<file path="config.mk">
export PLATFORM = sky130hd
export DESIGN_NAME = sc_datapath
export DESIGN_NICKNAME = d
export VERILOG_FILES = /design/src/rtl/sc_datapath.sv
export SDC_FILE = /design/constraint.sdc
export NUM_CORES = 1
export LEC_CHECK = 0
export CORE_AREA = 5 5 93 95
export DETAILED_ROUTE_END_ITERATION = 10
export DIE_AREA = 0 0 98 100
export GPL_TIMING_DRIVEN = 0
export PLACE_DENSITY = 0.76
export REMOVE_ABC_BUFFERS = 1
export SLEW_MARGIN = 5
export SYNTH_ARGS = -nofsm -noshare
export SYNTH_HDL_FRONTEND = slang
export SYNTH_SLANG_ARGS = --single-unit
</file>
<file path="constraint.sdc">
create_clock -name SC_DATAPATH_CLOCK_50 -period 3.8 [get_ports SC_DATAPATH_CLOCK_50]
set_input_delay 0.38 -clock SC_DATAPATH_CLOCK_50 [delete_from_list [all_inputs] [get_ports SC_DATAPATH_CLOCK_50]]
set_output_delay 0.38 -clock SC_DATAPATH_CLOCK_50 [all_outputs]
set_load 0.1 [all_outputs]
</file>
<file path="src/rtl/sc_datapath.sv">
// sc_datapath: register bank, bus muxes, ALU and shift register driven by SC_STATEMACHINE control words.
// Optional DATAPATH_SATURATION_EN clamps ADD/INC/SUB/DEC results on carry/borrow instead of wrapping.
module sc_datapath #(
  parameter int DATAWIDTH_BUS                  = 8,
  parameter int DATAWIDTH_DECODER_SELECTION    = 3,
  parameter int DATAWIDTH_MUX_SELECTION        = 3,
  parameter int DATAWIDTH_ALU_SELECTION        = 4,
  parameter int DATAWIDTH_REGSHIFTER_SELECTION = 2,
  parameter int REGFIX0_VALUE                  = 0,
  parameter int REGFIX1_VALUE                  = 1
) (
  input  logic                                      SC_DATAPATH_CLOCK_50,
  input  logic                                      SC_DATAPATH_RESET_InLow,
  input  logic [DATAWIDTH_DECODER_SELECTION-1:0]    SC_DATAPATH_decoderclearselection_InBUS,
  input  logic [DATAWIDTH_DECODER_SELECTION-1:0]    SC_DATAPATH_decoderloadselection_InBUS,
  input  logic [DATAWIDTH_MUX_SELECTION-1:0]        SC_DATAPATH_muxselectionBUSA_InBUS,
  input  logic [DATAWIDTH_MUX_SELECTION-1:0]        SC_DATAPATH_muxselectionBUSB_InBUS,
  input  logic [DATAWIDTH_ALU_SELECTION-1:0]        SC_DATAPATH_aluselection_InBUS,
  input  logic                                      SC_DATAPATH_regSHIFTERclear_InLow,
  input  logic                                      SC_DATAPATH_regSHIFTERload_InLow,
  input  logic [DATAWIDTH_REGSHIFTER_SELECTION-1:0] SC_DATAPATH_regSHIFTERshiftselection_InLow,
  output logic [DATAWIDTH_BUS-1:0]                  SC_DATAPATH_BUSC_OutBUS,
  output logic                                      SC_DATAPATH_overflow_OutLow,
  output logic                                      SC_DATAPATH_carry_OutLow,
  output logic                                      SC_DATAPATH_negative_OutLow,
  output logic                                      SC_DATAPATH_zero_OutLow
);

  localparam int W  = DATAWIDTH_BUS;
  localparam int DW = DATAWIDTH_DECODER_SELECTION;
  localparam int MW = DATAWIDTH_MUX_SELECTION;
  localparam int AW = DATAWIDTH_ALU_SELECTION;
  localparam int SW = DATAWIDTH_REGSHIFTER_SELECTION;

  localparam logic [W-1:0] FIX0 = W'(REGFIX0_VALUE);
  localparam logic [W-1:0] FIX1 = W'(REGFIX1_VALUE);
  localparam logic [W-1:0] ONE  = W'(1);

  localparam logic [AW-1:0] OP_OR  = AW'(1);
  localparam logic [AW-1:0] OP_AND = AW'(2);
  localparam logic [AW-1:0] OP_NOT = AW'(3);
  localparam logic [AW-1:0] OP_XOR = AW'(4);
  localparam logic [AW-1:0] OP_ADD = AW'(8);
  localparam logic [AW-1:0] OP_SUB = AW'(9);
  localparam logic [AW-1:0] OP_INC = AW'(10);
  localparam logic [AW-1:0] OP_DEC = AW'(11);

  localparam logic [SW-1:0] SH_LEFT  = SW'(1);
  localparam logic [SW-1:0] SH_RIGHT = SW'(2);

  logic [W-1:0] reg_gen [4];
  logic [W-1:0] bus_a;
  logic [W-1:0] bus_b;
  logic [W-1:0] addend;
  logic [W:0]   ext;
  logic [W-1:0] alu_raw;
  logic [W-1:0] alu_result;
  logic         alu_carry;
  logic         alu_ovf;
  logic [W-1:0] shl_val;
  logic [W-1:0] shr_val;

  logic [W-1:0] busc_p1;
  logic         ovf_n_p1;
  logic         carry_n_p1;
  logic         neg_n_p1;
  logic         zero_n_p1;

  function automatic logic [W-1:0] bus_select(input logic [MW-1:0] sel,
                                               input logic [W-1:0] g0, g1, g2, g3);
    logic [W-1:0] v;
    v = '0;
    if (sel == MW'(0))      v = g0;
    else if (sel == MW'(1)) v = g1;
    else if (sel == MW'(2)) v = g2;
    else if (sel == MW'(3)) v = g3;
    else if (sel == MW'(4)) v = FIX0;
    else if (sel == MW'(5)) v = FIX1;
    return v;
  endfunction

  function automatic logic add_overflow(input logic signed [W-1:0] a, b, r);
    return ((a < 0) == (b < 0)) && ((r < 0) != (a < 0));
  endfunction

  function automatic logic sub_overflow(input logic signed [W-1:0] a, b, r);
    return ((a < 0) != (b < 0)) && ((r < 0) != (a < 0));
  endfunction

`ifdef DATAPATH_SATURATION_EN
  // Carry on an add clamps high, borrow on a subtract clamps low.
  function automatic logic [W-1:0] saturate(input logic [W-1:0] r, input logic c,
                                            input logic [AW-1:0] op);
    logic [W-1:0] v;
    v = r;
    if (c && (op == OP_ADD || op == OP_INC)) v = '1;
    if (c && (op == OP_SUB || op == OP_DEC)) v = '0;
    return v;
  endfunction
`endif

  // Stage p0: bus muxes and ALU, purely combinational from the register bank.
  assign bus_a  = bus_select(SC_DATAPATH_muxselectionBUSA_InBUS,
                             reg_gen[0], reg_gen[1], reg_gen[2], reg_gen[3]);
  assign bus_b  = bus_select(SC_DATAPATH_muxselectionBUSB_InBUS,
                             reg_gen[0], reg_gen[1], reg_gen[2], reg_gen[3]);
  assign addend = (SC_DATAPATH_aluselection_InBUS == OP_INC ||
                   SC_DATAPATH_aluselection_InBUS == OP_DEC) ? ONE : bus_b;

  always_comb begin
    alu_raw   = bus_a;
    alu_carry = 1'b0;
    alu_ovf   = 1'b0;
    ext       = '0;
    case (SC_DATAPATH_aluselection_InBUS)
      OP_OR:  alu_raw = bus_a | bus_b;
      OP_AND: alu_raw = bus_a & bus_b;
      OP_NOT: alu_raw = ~bus_a;
      OP_XOR: alu_raw = bus_a ^ bus_b;
      OP_ADD, OP_INC: begin
        ext       = {1'b0, bus_a} + {1'b0, addend};
        alu_raw   = ext[W-1:0];
        alu_carry = ext[W];
        alu_ovf   = add_overflow(bus_a, addend, ext[W-1:0]);
      end
      OP_SUB, OP_DEC: begin
        ext       = {1'b0, bus_a} - {1'b0, addend};
        alu_raw   = ext[W-1:0];
        alu_carry = ext[W];
        alu_ovf   = sub_overflow(bus_a, addend, ext[W-1:0]);
      end
      default: alu_raw = bus_a;
    endcase
  end

`ifdef DATAPATH_SATURATION_EN
  assign alu_result = saturate(alu_raw, alu_carry, SC_DATAPATH_aluselection_InBUS);
`else
  assign alu_result = alu_raw;
`endif

  assign shl_val = {busc_p1[W-2:0], 1'b0};
  assign shr_val = {1'b0, busc_p1[W-1:1]};

  // Stage p1: shifter and active-low flags.
  always_ff @(posedge SC_DATAPATH_CLOCK_50) begin
    if (!SC_DATAPATH_RESET_InLow || !SC_DATAPATH_regSHIFTERclear_InLow) begin
      busc_p1    <= '0;
      ovf_n_p1   <= 1'b1;
      carry_n_p1 <= 1'b1;
      neg_n_p1   <= 1'b1;
      zero_n_p1  <= 1'b0;
    end else if (!SC_DATAPATH_regSHIFTERload_InLow) begin
      busc_p1    <= alu_result;
      ovf_n_p1   <= ~alu_ovf;
      carry_n_p1 <= ~alu_carry;
      neg_n_p1   <= ~alu_result[W-1];
      zero_n_p1  <= (alu_result != '0);
    end else if (SC_DATAPATH_regSHIFTERshiftselection_InLow == SH_LEFT) begin
      busc_p1    <= shl_val;
      ovf_n_p1   <= 1'b1;
      carry_n_p1 <= ~busc_p1[W-1];
      neg_n_p1   <= ~shl_val[W-1];
      zero_n_p1  <= (shl_val != '0);
    end else if (SC_DATAPATH_regSHIFTERshiftselection_InLow == SH_RIGHT) begin
      busc_p1    <= shr_val;
      ovf_n_p1   <= 1'b1;
      carry_n_p1 <= ~busc_p1[0];
      neg_n_p1   <= ~shr_val[W-1];
      zero_n_p1  <= (shr_val != '0);
    end
  end

  // Register bank writes back BUSC as it stood before this edge; clear wins over load.
  always_ff @(posedge SC_DATAPATH_CLOCK_50) begin
    for (int i = 0; i < 4; i++) begin
      if (!SC_DATAPATH_RESET_InLow)
        reg_gen[i] <= '0;
      else if (SC_DATAPATH_decoderclearselection_InBUS == DW'(i))
        reg_gen[i] <= '0;
      else if (SC_DATAPATH_decoderloadselection_InBUS == DW'(i))
        reg_gen[i] <= busc_p1;
    end
  end

  assign SC_DATAPATH_BUSC_OutBUS     = busc_p1;
  assign SC_DATAPATH_overflow_OutLow = ovf_n_p1;
  assign SC_DATAPATH_carry_OutLow    = carry_n_p1;
  assign SC_DATAPATH_negative_OutLow = neg_n_p1;
  assign SC_DATAPATH_zero_OutLow     = zero_n_p1;

endmodule

</file>
=== After elaboration in Yosys (flattened, before gate mapping) ===
Memory sizes are Yosys's and may differ from the RTL's.
Index checks and enable logic that the tools add are counted.

* Reduce and logical (&&, ||, !) cells: 15
* $lt $le $gt $ge: 4
* Bitwise logic cells: 18
* Multiply operators: 0
* Div/mod/pow operators: 0
* Shift operators: 0
* $add $sub $neg: 2
* Equality and inequality tests: 31
* Multiplexer cells: 67

{| class="wikitable"
|+ Operators with widths
! kind !! number
|-
| 8-bit 2-to-1 mux || 20
|-
| 8-bit one-hot mux with 6 select lines || 1
|-
| 1-bit 2-to-1 mux || 44
|-
| 8-bit by 1-bit less-than comparator with 1-bit output, second input constant || 4
|-
| 3-bit by 2-bit equality test with 1-bit output, second input constant || 8
|-
| 8-bit nonzero test || 3
|-
| 4-bit equality test, second input constant || 4
|-
| 3-bit by 1-bit equality test with 1-bit output, second input constant || 4
|-
| 3-bit equality test, second input constant || 4
|-
| 3-bit zero test || 4
|-
| 8-bit by 8-bit adder with 9-bit output || 1
|-
| 8-bit by 8-bit subtractor with 9-bit output || 1
|-
| 8-bit bitwise AND || 1
|-
| 4-bit by 2-bit equality test with 1-bit output, second input constant || 2
|-
| 8-bit inverter || 1
|-
| 1-bit bitwise OR || 8
|-
| 8-bit bitwise OR || 1
|-
| 8-bit XOR || 1
|-
| 1-bit inverter || 6
|-
| 4-bit by 1-bit equality test with 1-bit output, second input constant || 1
|-
| 4-bit by 3-bit equality test with 1-bit output, second input constant || 1
|-
| 1-bit one-hot mux with 2 select lines || 2
|-
| 2-bit OR reduction || 2
|-
| 1-bit != test || 3
|-
| 7 further kinds || 10
|}

* Bits in read-only memories: 0
* Output and inout bits: 12
* RAM bits: 32
* Latch bits: 0
* Register bits: 12
* Logic and storage cells: 143
* Input bits: 22
* Memories kept: 1

{| class="wikitable"
|+ Memories
! name !! words !! width !! rd ports !! clocked after memory_dff !! write ports !! RTL line !! text
|-
| reg_gen || 4 || 8 || 4 || 0 || 4 || 51 || <nowiki>logic [W-1:0] reg_gen [4];</nowiki>
|}

=== Logic depth before layout (Yosys ltp) ===
* Depth after elaboration: 15
* Gate-level depth with buffers: 16
* Depth with buffers taken out: 15

=== Least setup slack after synthesis ===
No wires, ideal clock.

* Kind: input to register
* Start point: input port SC_DATAPATH_muxselectionBUSB_InBUS[1]
* End point: register zero_n_p1 (netlist: SC_DATAPATH_zero_OutLow)
* Stages on the path: 14
* Slack: -0.014 ns
* Buffers on the path: 3
* Data arrival time: 3.678 ns
* Path through: buf_1 clkbuf_1 a211oi_1 a211oi_1 nand2_1 ha_1 clkbuf_1 nor3b_1 a211oi_1 nor4_1 or4_1 o32a_1 nor4b_2 a31oi_1

* Longest elaborated chain between the ends: 12
* Elaborated cells on any way between the ends: 21

{| class="wikitable"
|+ RTL lines
! item !! RTL line !! text
|-
| from (decl) || 17 || <nowiki>input logic [DATAWIDTH_MUX_SELECTION-1:0] SC_DATAPATH_muxselectionBUSB_InBUS,</nowiki>
|-
| 3-bit equality test || 78 || <nowiki>else if (sel == MW'(5)) v = FIX1;</nowiki>
|-
| 1-bit 2-to-1 mux || 78 ||
|-
| 1-bit 2-to-1 mux || 77 || <nowiki>else if (sel == MW'(4)) v = FIX0;</nowiki>
|-
| 8-bit 2-to-1 mux || 76 || <nowiki>else if (sel == MW'(3)) v = g3;</nowiki>
|-
| 8-bit 2-to-1 mux || 75 || <nowiki>else if (sel == MW'(2)) v = g2;</nowiki>
|-
| 8-bit 2-to-1 mux || 74 || <nowiki>else if (sel == MW'(1)) v = g1;</nowiki>
|-
| 8-bit 2-to-1 mux * || 73 || <nowiki>if (sel == MW'(0)) v = g0;</nowiki>
|-
| 8-bit 2-to-1 mux || 108 || <nowiki>SC_DATAPATH_aluselection_InBUS == OP_DEC) ? ONE : bus_b;</nowiki>
|-
| 8-bit by 8-bit subtractor with 9-bit output / 8-bit by 8-bit adder with 9-bit output (equally long branches) || 127, 121 ||
|-
| 8-bit one-hot mux with 6 select lines * || 115 || <nowiki>case (SC_DATAPATH_aluselection_InBUS)</nowiki>
|-
| 8-bit nonzero test * || 158 || <nowiki>zero_n_p1 <= (alu_result != '0);</nowiki>
|-
| 1-bit 2-to-1 mux * || 153 || <nowiki>end else if (!SC_DATAPATH_regSHIFTERload_InLow) begin</nowiki>
|-
| to (signal assigned) || 158 ||
|-
| to (signal assigned) || 164 || <nowiki>zero_n_p1 <= (shl_val != '0);</nowiki>
|-
| to (signal assigned) || 170 || <nowiki>zero_n_p1 <= (shr_val != '0);</nowiki>
|-
| to (decl) || 67 || <nowiki>logic zero_n_p1;</nowiki>
|}

Every way passes the cells marked *; elsewhere a longest branch is shown, timed or not.
A chain may end at the register's enable or synchronous reset.

=== Worst setup path after layout ===
* Start point: input port SC_DATAPATH_muxselectionBUSA_InBUS[0]
* End point: register zero_n_p1 (netlist: SC_DATAPATH_zero_OutLow)

* Longest elaborated chain between the ends: 11
* Elaborated cells on any way between the ends: 21

{| class="wikitable"
|+ RTL lines
! item !! RTL line !! text
|-
| from (decl) || 16 || <nowiki>input logic [DATAWIDTH_MUX_SELECTION-1:0] SC_DATAPATH_muxselectionBUSA_InBUS,</nowiki>
|-
| 3-bit equality test || 78 ||
|-
| 1-bit 2-to-1 mux || 78 ||
|-
| 1-bit 2-to-1 mux || 77 ||
|-
| 8-bit 2-to-1 mux || 76 ||
|-
| 8-bit 2-to-1 mux || 75 ||
|-
| 8-bit 2-to-1 mux || 74 ||
|-
| 8-bit 2-to-1 mux * || 73 ||
|-
| 8-bit by 8-bit subtractor with 9-bit output (tied with other cells) || 127 || <nowiki>ext = {1'b0, bus_a} - {1'b0, addend};</nowiki>
|-
| 8-bit one-hot mux with 6 select lines * || 115 ||
|-
| 8-bit nonzero test * || 158 ||
|-
| 1-bit 2-to-1 mux * || 153 ||
|}

Marks and branches as above.

==> results_dict.tcl <==
set metrics [dict create \
    avgSynthCellArea_um2 8.90 \
    clk_latency_ns 0.30 \
    final-setup-viol-count 0 \
    area_growth_pct 11.8 \
    cp-startpoint "SC_DATAPATH_muxselectionBUSA_InBUS[0]" \
    cts.htree.levels 2 \
    viasPerCell 6.11 \
    cts.sinks 44 \
    dieArea_um2 9800 \
    period_share_pct 94.7 \
    post-cts-setup-buffers 0 \
    dp_hpwl_mm 7.85 \
    reg2reg_from "reg_gen[1][2]" \
    leakage_nw 1.89 \
    reg2reg_to "SC_DATAPATH_zero_OutLow" \
    antenna_found_initial 0 \
    path_class "in2reg" \
    preCtsSetupSlack_ns -1.04 \
    grt-ovfl-total 0 \
    drc_errors 0 \
    root_buffer "clkbuf_8" \
    slew_violations 0 \
    run_status "finished, final reports clean" \
    hold_viol_final 0 \
    top_layer_used "met4" \
    cp.arrival_ns 3.78 \
    critPathCaptureType "flop" \
    dr.pass1.iters 5 \
    ys_warn_count 0 \
    ys_ff_latch 44 \
    ys_seq_area_share_pct 29.9 \
    async_reset_ff_share_pct 0 \
    rsz0062_at_grt "no" \
    powerDensity_nw_per_um2 300 \
    ios 34 \
    fin_ws_ns 0.203 \
    cts_hold_buf 0 \
    cts_buffer_depth 2 \
    vias 3487 \
    max_freq_mhz 278 \
    rows 32 \
    nets 525 \
    gp_congestion 0.890 \
    totalPowerFinal_w 0.00135 \
    maxSlewHeadroom_pct 34.4 \
    r2r_slack_ns 0.30 \
    worstPathRequired_ns 3.98 \
    synth_top_area_share_pct 23.9 \
    core_area_um2 7650 \
    wire_per_inst_um 17.8 \
    fp.dieH_um 100 \
    grt_pass1_vias 3371 \
    fin_area_um2 4490 \
    grt_max_degree 25 \
    diodes 0 \
    period_needed_ns 3.60 \
    ant_nets 0 \
    track_usage_pct 21.1 \
    synth_edf_count 32 \
    drt_iter0_drc 211 \
    cp_max_fo 12 \
    numCtsBuffers 5 \
    synth_top_area_cell "edfxtp_1" \
    cts_tree "yes" \
    placed_area_um2 4360 \
    wl_met1_mm 4.43 \
    wl_met2_mm 4.93 \
    grt_first_pass_wirelength_mm 16.9 \
    syn_area_um2 4010 \
    crit_path_end "SC_DATAPATH_zero_OutLow" \
    clkSlewWorstSetupHoldPaths_ns 0.09 \
    final_layout_size_suffix_gt1_share_pct 5.54 \
    peakVddDrop_v 0.000312 \
    start_util_pct 52.5 \
    synth_cell_types 61 \
    portBuffers 33 \
    min_path_type "reg2reg" \
    max_cap_viol_count 0 \
    tightest_slew_ns 0.980 \
    synthTopCellsByArea "edfxtp_1 24%, ha_1 10%, dfxtp_1 6.0%" \
    synthCells 451 \
    wl_met3_um 532 \
    skew_ns 0.00793 \
    startpoint_type "input pin" \
    reg2reg_depth 11 \
    cts_resized 13 \
    die_w_um 98 \
    drt-total-wl_mm 10.1 \
    ys.flop_type "edfxtp_1" \
]
-- layout by cell type, fill, tap and decap left out, drive strengths merged, types with 4 or more instances in the layout --
cell type	synthesis	layout
nand2	42	42
and2	36	36
ha	33	33
nor2	32	32
edfxtp	32	32
inv	30	30
clkdlybuf4s50	0	24
nor2b	17	17
a211oi	17	17
mux2i	16	16
a21oi	16	16
o21ai	15	15
nand2b	13	13
dfxtp	12	12
nand3	10	10
o22ai	10	10
a221oi	8	8
clkbuf	14	8
nor3	7	7
mux4	7	7
nor3b	5	5
o211ai	5	5
a31oi	4	4
and3	4	4
xnor2	4	4
-- metrics by stage --
| stage | hold WS (ns) | instances | utilization, % | TNS [ns] |
|---|---|---|---|---|
| after global placement | 0.455 | 563 | 57.0 | -5.96 |
| after CTS | 0.479 | 571 | 58.5 | 0 |
| after detailed placement | 0.458 | 563 | 57.0 | -7.11 |
| after floorplan | 0.476 | 428 | - | 0 |
| after global routing | 0.492 | 571 | 58.7 | 0 |
| final | 0.483 | 571 | 58.7 | 0 |
-- critical path, stage by stage --
cell and delay (ns):
clkdlybuf4s18_2 0.34, mux4_1 0.59, nand2b_1 0.17, inv_1 0.14, ha_4 0.37, nor2b_1 0.07
a211oi_1 0.33, nor4_1 0.09, or4_1 0.51, o32a_1 0.43, nor4b_2 0.24, a31oi_1 0.11
-- metal layers --
| metal | up-vias | GRT usage [%] |
|---|---|---|
| li1 | 1689 | - |
| met1 | 1658 | 27.9 |
| met2 | 115 | 35.9 |
| met3 | 25 | 2.57 |
| met4 | 0 | 6.71 |
| met5 | - | 0 |
-- power by group --
| group | leakage, nW | total [W] | switching [W] | internal [W] |
|---|---|---|---|---|
| sequential | 0.439 | 0.000565 | 0.0000238 | 0.000541 |
| combinational | 1.40 | 0.000429 | 0.000266 | 0.000163 |
| clock | 0.0541 | 0.000353 | 0.000158 | 0.000194 |
-- cell usage after synthesis (3+ instances only) --
cell type and number:
o22ai_1 10, o31ai_1 3, nand2_1 42, nand3b_1 3, o32a_1 3, ha_1 33
a31oi_1 4, and3_1 4, o21ai_0 15, nor4_1 3, or3_1 3, a221oi_1 8
mux4_1 6, clkbuf_1 14, inv_1 30, dfxtp_1 12, mux2i_1 16, nor2_1 32
nand2b_1 13, nor3b_1 5, buf_2 3, nand3_1 10, buf_4 4, o211ai_1 5
nor3_1 7, o21bai_1 3, edfxtp_1 32, and2_1 35, xnor2_1 4, a21oi_1 16
nor2b_1 17, a211oi_1 17
-- cell families after synthesis --
logic type,count (synthesis),share of synthesized area [%]
compound gates,105,18.5
xor+xnor,6,1.31
fa+ha+maj,35,11.3
buf+inv,53,5.61
flops,44,29.9
mux,25,9.04
simple gates,183,24.4
-- how the worst min path moves through the flow --
stage | startpoint | endpoint | slack, ns | cells after the start
6_report | SC_DATAPATH_negative_OutLow | SC_DATAPATH_negative_OutLow | 0.48 | 2
5_1_grt | SC_DATAPATH_negative_OutLow | SC_DATAPATH_negative_OutLow | 0.49 | 2
4_1_cts | SC_DATAPATH_negative_OutLow | SC_DATAPATH_negative_OutLow | 0.48 | 2
3_5_place_dp | SC_DATAPATH_negative_OutLow | SC_DATAPATH_negative_OutLow | 0.46 | 2
3_3_place_gp | SC_DATAPATH_negative_OutLow | SC_DATAPATH_negative_OutLow | 0.45 | 2
2_1_floorplan | SC_DATAPATH_regSHIFTERload_InLow | SC_DATAPATH_BUSC_OutBUS[0] | 0.48 | 1
-- final cells by class --
cell class              count  area (µm²)
clock buffers               5        68.8
flip-flops and latches     44        1200
multi-input cells         354        2620
inverters                  30         113
clock inverters             3        42.5
well taps                 102         128
fillers                   684        3160
repair buffers             33         317
-- state kept, by name, indices dropped and copies added, names as in the netlist --
register                     cells
SC_DATAPATH_overflow_OutLow      1
SC_DATAPATH_negative_OutLow      1
SC_DATAPATH_zero_OutLow          1
reg_gen                         32
SC_DATAPATH_BUSC_OutBUS          8
SC_DATAPATH_carry_OutLow         1
Power figures use the tool's default switching activity.
